===== src/rtl/demux1x2_32_buffered.sv =====
// 1-to-2 word demux with a private FIFO per destination.
// Select steers each accepted word; each side drains on its own handshake.
module demux1x2_32_buffered_fifo #(
  parameter int WIDTH = 32,
  parameter int DEPTH = 2,
  parameter int CW    = $clog2(DEPTH) + 1
) (
  input  logic             clk,
  input  logic             rst,
  input  logic             push,
  input  logic             pop,
  input  logic [WIDTH-1:0] din,
  output logic [WIDTH-1:0] dout,
  output logic             valid,
  output logic             full,
  output logic [CW-1:0]    count
);
  localparam int PW = $clog2(DEPTH);

  logic [WIDTH-1:0] mem_q [DEPTH];
  logic [WIDTH-1:0] mem_d [DEPTH];
  logic [PW-1:0]    wr_q, wr_d;
  logic [PW-1:0]    rd_q, rd_d;
  logic [CW-1:0]    cnt_q, cnt_d;

  always_comb begin
    mem_d = mem_q;
    wr_d  = wr_q;
    rd_d  = rd_q;
    if (push) begin
      mem_d[wr_q] = din;
      wr_d        = wr_q + 1'b1;
    end
    if (pop) begin
      rd_d = rd_q + 1'b1;
    end
    cnt_d = cnt_q + CW'(push) - CW'(pop);
  end

  always_ff @(posedge clk) begin
    if (rst) begin
      wr_q  <= '0;
      rd_q  <= '0;
      cnt_q <= '0;
    end else begin
      wr_q  <= wr_d;
      rd_q  <= rd_d;
      cnt_q <= cnt_d;
    end
  end

  // Storage needs no reset; count gates every read of it.
  always_ff @(posedge clk) begin
    mem_q <= mem_d;
  end

  assign valid = (cnt_q != '0);
  assign full  = (cnt_q == CW'(DEPTH));
  assign count = cnt_q;
  assign dout  = valid ? mem_q[rd_q] : '0;
endmodule

module demux1x2_32_buffered #(
  parameter  int WIDTH = 32,
  parameter  int DEPTH = 2,
  localparam int CW    = $clog2(DEPTH) + 1
) (
  input  logic             Clock,
  input  logic             Reset,
  input  logic [WIDTH-1:0] DataIn,
  input  logic             Select,
  input  logic             InValid,
  output logic             InReady,
  output logic [WIDTH-1:0] DataOut1,
  output logic             Valid1,
  input  logic             Ready1,
  output logic [CW-1:0]    Count1,
  output logic [WIDTH-1:0] DataOut2,
  output logic             Valid2,
  input  logic             Ready2,
  output logic [CW-1:0]    Count2
);
  logic full1, full2;
  logic push1, push2;
  logic pop1, pop2;
  logic acc;

  // Only the selected side's fullness gates acceptance.
  assign InReady = !Reset && !(Select ? full2 : full1);
  assign acc     = InValid && InReady;
  assign push1   = acc && !Select;
  assign push2   = acc && Select;
  assign pop1    = !Reset && Valid1 && Ready1;
  assign pop2    = !Reset && Valid2 && Ready2;

  demux1x2_32_buffered_fifo #(
    .WIDTH(WIDTH),
    .DEPTH(DEPTH),
    .CW   (CW)
  ) u_fifo1 (
    .clk  (Clock),
    .rst  (Reset),
    .push (push1),
    .pop  (pop1),
    .din  (DataIn),
    .dout (DataOut1),
    .valid(Valid1),
    .full (full1),
    .count(Count1)
  );

  demux1x2_32_buffered_fifo #(
    .WIDTH(WIDTH),
    .DEPTH(DEPTH),
    .CW   (CW)
  ) u_fifo2 (
    .clk  (Clock),
    .rst  (Reset),
    .push (push2),
    .pop  (pop2),
    .din  (DataIn),
    .dout (DataOut2),
    .valid(Valid2),
    .full (full2),
    .count(Count2)
  );
endmodule


===== config.mk =====
export PLATFORM = sky130hd
export DESIGN_NAME = demux1x2_32_buffered
export DESIGN_NICKNAME = d
export VERILOG_FILES = /design/src/rtl/demux1x2_32_buffered.sv
export SDC_FILE = /design/constraint.sdc
export NUM_CORES = 1
export LEC_CHECK = 0
export ABC_AREA = 1
export CAP_MARGIN = 20
export CORE_MARGIN = 2
export CORE_UTILIZATION = 46
export CTS_CLUSTER_DIAMETER = 80
export DETAILED_ROUTE_END_ITERATION = 10
export HOLD_SLACK_MARGIN = 0.02
export PLACE_DENSITY = 0.85
export SYNTH_ARGS = -nofsm -noshare
export SYNTH_HDL_FRONTEND = slang
export SYNTH_SLANG_ARGS = --single-unit

===== constraint.sdc =====
create_clock -name Clock -period 2.7 [get_ports Clock]
set_input_delay 0.54 -clock Clock [delete_from_list [all_inputs] [get_ports Clock]]
set_output_delay 0.54 -clock Clock [all_outputs]
set_load 0.02 [all_outputs]

---- Yosys cells after proc, flatten, opt, wreduce, memory -nomap -nowiden ----
Cells that the tools add are included.
operators by class
  order comparisons ....................... 6
  reduce and logical (&&, ||, !) cells .... 15
  mux-type cells .......................... 15
  equality and inequality tests ........... 2
  bitwise operators ....................... 4
  add/sub/neg operators ................... 8
operator list
  cell                 number
  $mux 32              10
  $bwmux 64            2
  $demux 32 s1         2
  $logic_and 1x1->1    10
  $ge 2x2->1 const B   4
  $not 1->2            4
  $add 1x1->1 const B  4
  $add 2x1->2          2
  $eq 2x2->1 const B   2
  $lt 2x1->1 const B   2
  $reduce_bool 2->1    2
  $sub 2x1->2          2
  $logic_not 1->1      3
  $mux 1               1
storage, ports and cells
  output and inout port bits .............. 71
  flip-flop bits (word level) ............. 136
  logic and storage cells ................. 60
  bits of input ports ..................... 38

---- Longest topological paths before layout ----
  depth after elaboration ................. 8
  mapped depth ............................ 8
  gate-level depth less buffers ........... 8

---- Modules after synthesis ----
From an unflattened synthesis, not the netlist that was laid out.
second synthesis, totals
  cell total of the unflattened synthesis .. 415
  area total of the unflattened synthesis .. 5632.9 um^2
by module, submodules not included
  module                     cells an instance  area an instance (um^2)  times used  seq. area each (um^2)
  demux1x2_32_buffered_fifo  201                2786.4                   2           2001.9
  demux1x2_32_buffered       13                 60.1                     1           0.0

---- Least setup slack after synthesis ----
OpenSTA, ideal clock, no wires.
  path type ............................... input to register
  start ................................... in Select
  end ..................................... reg u_fifo2.mem_q[32] in the netlist's numbering (enable)
  data required time ...................... 2.278 ns
  arrival ................................. 2.303 ns
  path buffers ............................ 0
  cell stages on the path ................. 6
  setup slack ............................. -0.025 ns
  library setup time ...................... 0.422 ns
  cell sequence ........................... inv_1 -> nand3_2 -> nand4_1 -> nor2_2 -> inv_1 -> nor2_1
on the way
  longest elaborated chain between the ends .. 5
RTL lines
  what                   RTL line  RTL
  start, declared        71        input logic Select,
  $mux 1                 89        assign InReady = !Reset && !(Select ? full2 : full1);
  $logic_not 1->1        89
  $logic_and 1x1->1      89
  $logic_and 1x1->1      90        assign acc = InValid && InReady;
  $logic_and 1x1->1 (*)  92        assign push2 = acc && Select;
  end signal, assigned   54        mem_q <= mem_d;
  end, declared          20        logic [WIDTH-1:0] mem_q [DEPTH];
Mark *: on every way between the ends. The rest lies on a longest branch, timed or not.
A chain may end at the register's enable or synchronous reset.

---- Final worst setup path ----
  start ................................... reg u_fifo2.rd_q
  end ..................................... out DataOut2[26]
on the way
  longest elaborated chain between the ends .. 5
RTL lines
  what                                         RTL line  RTL
  start, declared                              23        logic [PW-1:0] rd_q, rd_d;
  start signal, assigned                       47        rd_q <= rd_d;
  $not 1->2 (implied by the code)              60        assign dout = valid ? mem_q[rd_q] : '0;
  $mux 32 (implied by the code) (3 in series)  60
  $mux 32                                      60
  end, declared                                78        output logic [WIDTH-1:0] DataOut2,
No other way between the ends. The select of a mux whose other input is x is not followed.

==> impl_metrics.env <==
export IMPL_ant_nets=0
export IMPL_p_leak_nw=2.57
export IMPL_clk_latency_ps=400
export IMPL_criticalPathCategory="reg2out"
export IMPL_holdPathEnd="u_fifo2.wr_q"
export IMPL_yosysMostFrequentCell="nand2_1"
export IMPL_netlist_top_cells_count="nand2_1 (133), edfxtp_1 (128), a21oi_1 (68)"
export IMPL_synth_area_leader_cell="edfxtp_1"
export IMPL_dp_slack_ps=153
export IMPL_rsz0062_at_grt="false"
export IMPL_drc=0
export IMPL_ios=109
export IMPL_critPathRequiredTime_ps=2160
export IMPL_met2_usage_pct=33.7
export IMPL_path_max_fanout=12
export IMPL_initial_core_util_pct=47.7
export IMPL_grt_pass1_vias=3704
export IMPL_setup_violations=0
export IMPL_yosys_top_cells_area="edfxtp_1 (73%), nand2_1 (9.5%), a21oi_1 (6.5%), dfxtp_1 (3.1%), buf_2 (1.3%)"
export IMPL_yosys_warnings=0
export IMPL_track_usage_pct=20.1
export IMPL_maxSlewViolCount=0
export IMPL_synth_edff_count=128
export IMPL_core_region_area_mm2=0.0110
export IMPL_ys_flop_type="edfxtp_1"
export IMPL_grt_use_met3_pct=6.07
export IMPL_cts_setup_buffers=0
export IMPL_crit_start="u_fifo2.rd_q"
export IMPL_htreeDepth=4
export IMPL_clkPwrFrac_pct=38.3
export IMPL_nets=573
export IMPL_clockRootBuffer="clkbuf_16"
export IMPL_p_comb_share_pct=16.7
export IMPL_async_flop_share_pct=0
export IMPL_drive_above_1_share_pct=9.56
export IMPL_finalHoldViolCount=0
export IMPL_maxSlewHeadroom_pct=80.1
export IMPL_clk_pin_slew_ps=60
export IMPL_period_minus_slack_ps=2590
export IMPL_skew_ps=9.61
export IMPL_ys_ff_latch=136
export IMPL_timing_rr_end="u_fifo2.count[1]"
export IMPL_reg2reg_setup_slack_ps=920
export IMPL_p_per_area_mw_per_mm2=747
export IMPL_maxCapViolCount=0
export IMPL_rows=38
export IMPL_portBuffers=108
export IMPL_hp_start="u_fifo2.wr_q"
export IMPL_syn_nets=451
export IMPL_cts_tree="yes"
export IMPL_dieArea_mm2=0.0122
export IMPL_timing_fmax_mhz=386
export IMPL_synth_top_cell_area_share_pct=73.4
export IMPL_arrival_ps=2050
export IMPL_wire_per_inst_um=17.3
export IMPL_worst_pin_slew_ps=298
export IMPL_dp_hpwl_um=7210
export IMPL_drt_pre_antenna_iters=5
export IMPL_outcome="finished, final reports clean"
export IMPL_start_kind="flop"
export IMPL_drt_wl_total_um=11800
export IMPL_die_w_um=111
export IMPL_ir_worst_vdd_uv=415
export IMPL_cts_sinks=136
export IMPL_cts_buffers=17
export IMPL_postSynthAreaPerCell_um2=12.8
export IMPL_yosysSeqAreaShare_pct=76.5
export IMPL_syn_cell_area_mm2=0.00523
export IMPL_p_switching_mw=1.34
export IMPL_p_seq_share_pct=45.0
export IMPL_n_antenna_cell=0
export IMPL_grtUsageMet1_pct=24.1
export IMPL_clk_path_buf_depth=2
export IMPL_p_int_mw=3.99
export IMPL_synth_cells=409
export IMPL_place_congestion=0.796
export IMPL_area_delta_synth_final_pct=36.3
export IMPL_final_period_utilization_pct=96.1
export IMPL_cp_end_kind="output pin"
export IMPL_grt_max_degree=36
export IMPL_grt_busiest_layer="met2"
export IMPL_vias=3516
export IMPL_antenna_found_initial=0
export IMPL_setup_slack_ps=107
export IMPL_tns_ps=0
export IMPL_hold_depth=2
export IMPL_via_per_inst=5.14
export IMPL_min_path_type="reg2reg"
export IMPL_reg2reg_from="u_fifo2.count[0]"
export IMPL_swShare_pct=25.1
export IMPL_ys_types=17
export IMPL_drtIter0Drc=274
export IMPL_die_y_um=111
export IMPL_grt_pass1_wl_um=18800
export IMPL_gr_total_overflow=0
export IMPL_reg2regPathDepth=9
==> flip-flops by register name, summed over array words and instances, names as in the netlist <==
| name | count |
|---|---|
| u_fifo2.mem_q | 64 |
| u_fifo2.wr_q | 1 |
| u_fifo1.count | 2 |
| u_fifo2.rd_q | 1 |
| u_fifo2.count | 2 |
| u_fifo1.rd_q | 1 |
| u_fifo1.wr_q | 1 |
| u_fifo1.mem_q | 64 |
==> worst max-delay path: stages, from the launching register on <==
cell	delay (ps)
dfxtp_2	390
inv_4	170
buf_4	190
nand2_1	60
a21oi_1	170
clkdlybuf4s50_1	670
==> cell type report <==
class / instances / area, µm²
Tap cell: 140 / 175
Multi-Input combinational cell: 233 / 1070
Timing Repair Buffer: 123 / 1280
Inverter: 20 / 80.1
Fill cell: 809 / 3850
Sequential cell: 136 / 4010
Clock inverter: 11 / 82.6
Clock buffer: 21 / 440
==> power by group through the flow <==
| stage | clock [mW] | combinational, mW | sequential (mW) |
|---|---|---|---|
| after detailed placement | 0 | 0.885 | 2.44 |
| final | 2.04 | 0.887 | 2.40 |
| after global placement | 0 | 0.865 | 2.43 |
| after global routing | 2.17 | 0.953 | 2.40 |
| after CTS | 2.07 | 0.893 | 2.39 |
| after floorplan | 0 | 0.437 | 2.43 |
==> cells by family (layout without fill, tap and decap cells) <==
family	after synthesis	in the layout	synth area share (%)
xor+xnor	2	2	0.335
buf+inv	40	175	3.63
compound gates	70	70	6.69
flops	136	136	76.5
fa+ha+maj	4	4	0.956
simple gates	157	157	11.9
==> worst max path at each step <==
stage                             endpoint  depth (start not counted)
final                         DataOut2[26]                          5
after CTS                     DataOut1[19]                          5
after detailed placement           InReady                          6
after global routing           DataOut2[6]                          4
after global placement             InReady                          6
after floorplan           u_fifo1.mem_q[0]                          4
==> per-layer routing <==
layer  share of wire (%)  routed length (µm)  up-vias
li1                    -                   -     1677
met1                  40                4780     1678
met2                  52                6200      153
met3                 6.5                 769        8
met4                0.80                  95        0
met5                   0                   0        -
==> metrics by stage <==
| stage | hold slack, ps | util (%) | instance area, µm² | std cells | power (mW) |
|---|---|---|---|---|---|
| 2_1_floorplan | 491 | - | 5240 | 409 | 2.87 |
| 3_5_place_dp | 532 | 59.9 | 6580 | 652 | 3.32 |
| 5_1_grt | 574 | 64.9 | 7130 | 684 | 5.52 |
| 4_1_cts | 538 | 64.8 | 7110 | 684 | 5.36 |
| 6_report | 539 | 64.9 | 7130 | 684 | 5.32 |
| 3_3_place_gp | 522 | 59.9 | 6580 | 652 | 3.30 |
==> repair_timing <==
action                                  CTS  global route
endpoints found under the setup margin   28            23
endpoints found under the hold margin     0             0
gates resized for setup                   3             7
hold buffers                              0             0
==> layout by cell type, fill, tap and decap left out, types with 2 or more instances in the layout <==
cell type / n
nand2_1: 133
edfxtp_1: 128
clkdlybuf4s50_1: 106
a21oi_1: 68
inv_1: 17
clkbuf_16: 17
buf_4: 8
dfxtp_1: 7
nor3_1: 6
nor2_1: 6
nor2_4: 5
clkinv_2: 5
buf_12: 5
ha_1: 4
clkbuf_1: 4
nand4_1: 3
clkinv_1: 3
inv_4: 2
nor2_2: 2
xnor2_1: 2
o21ai_0: 2
dlymetal6s2s_1: 2
buf_8: 2
No activity file was read; power rests on OpenSTA's default activity.
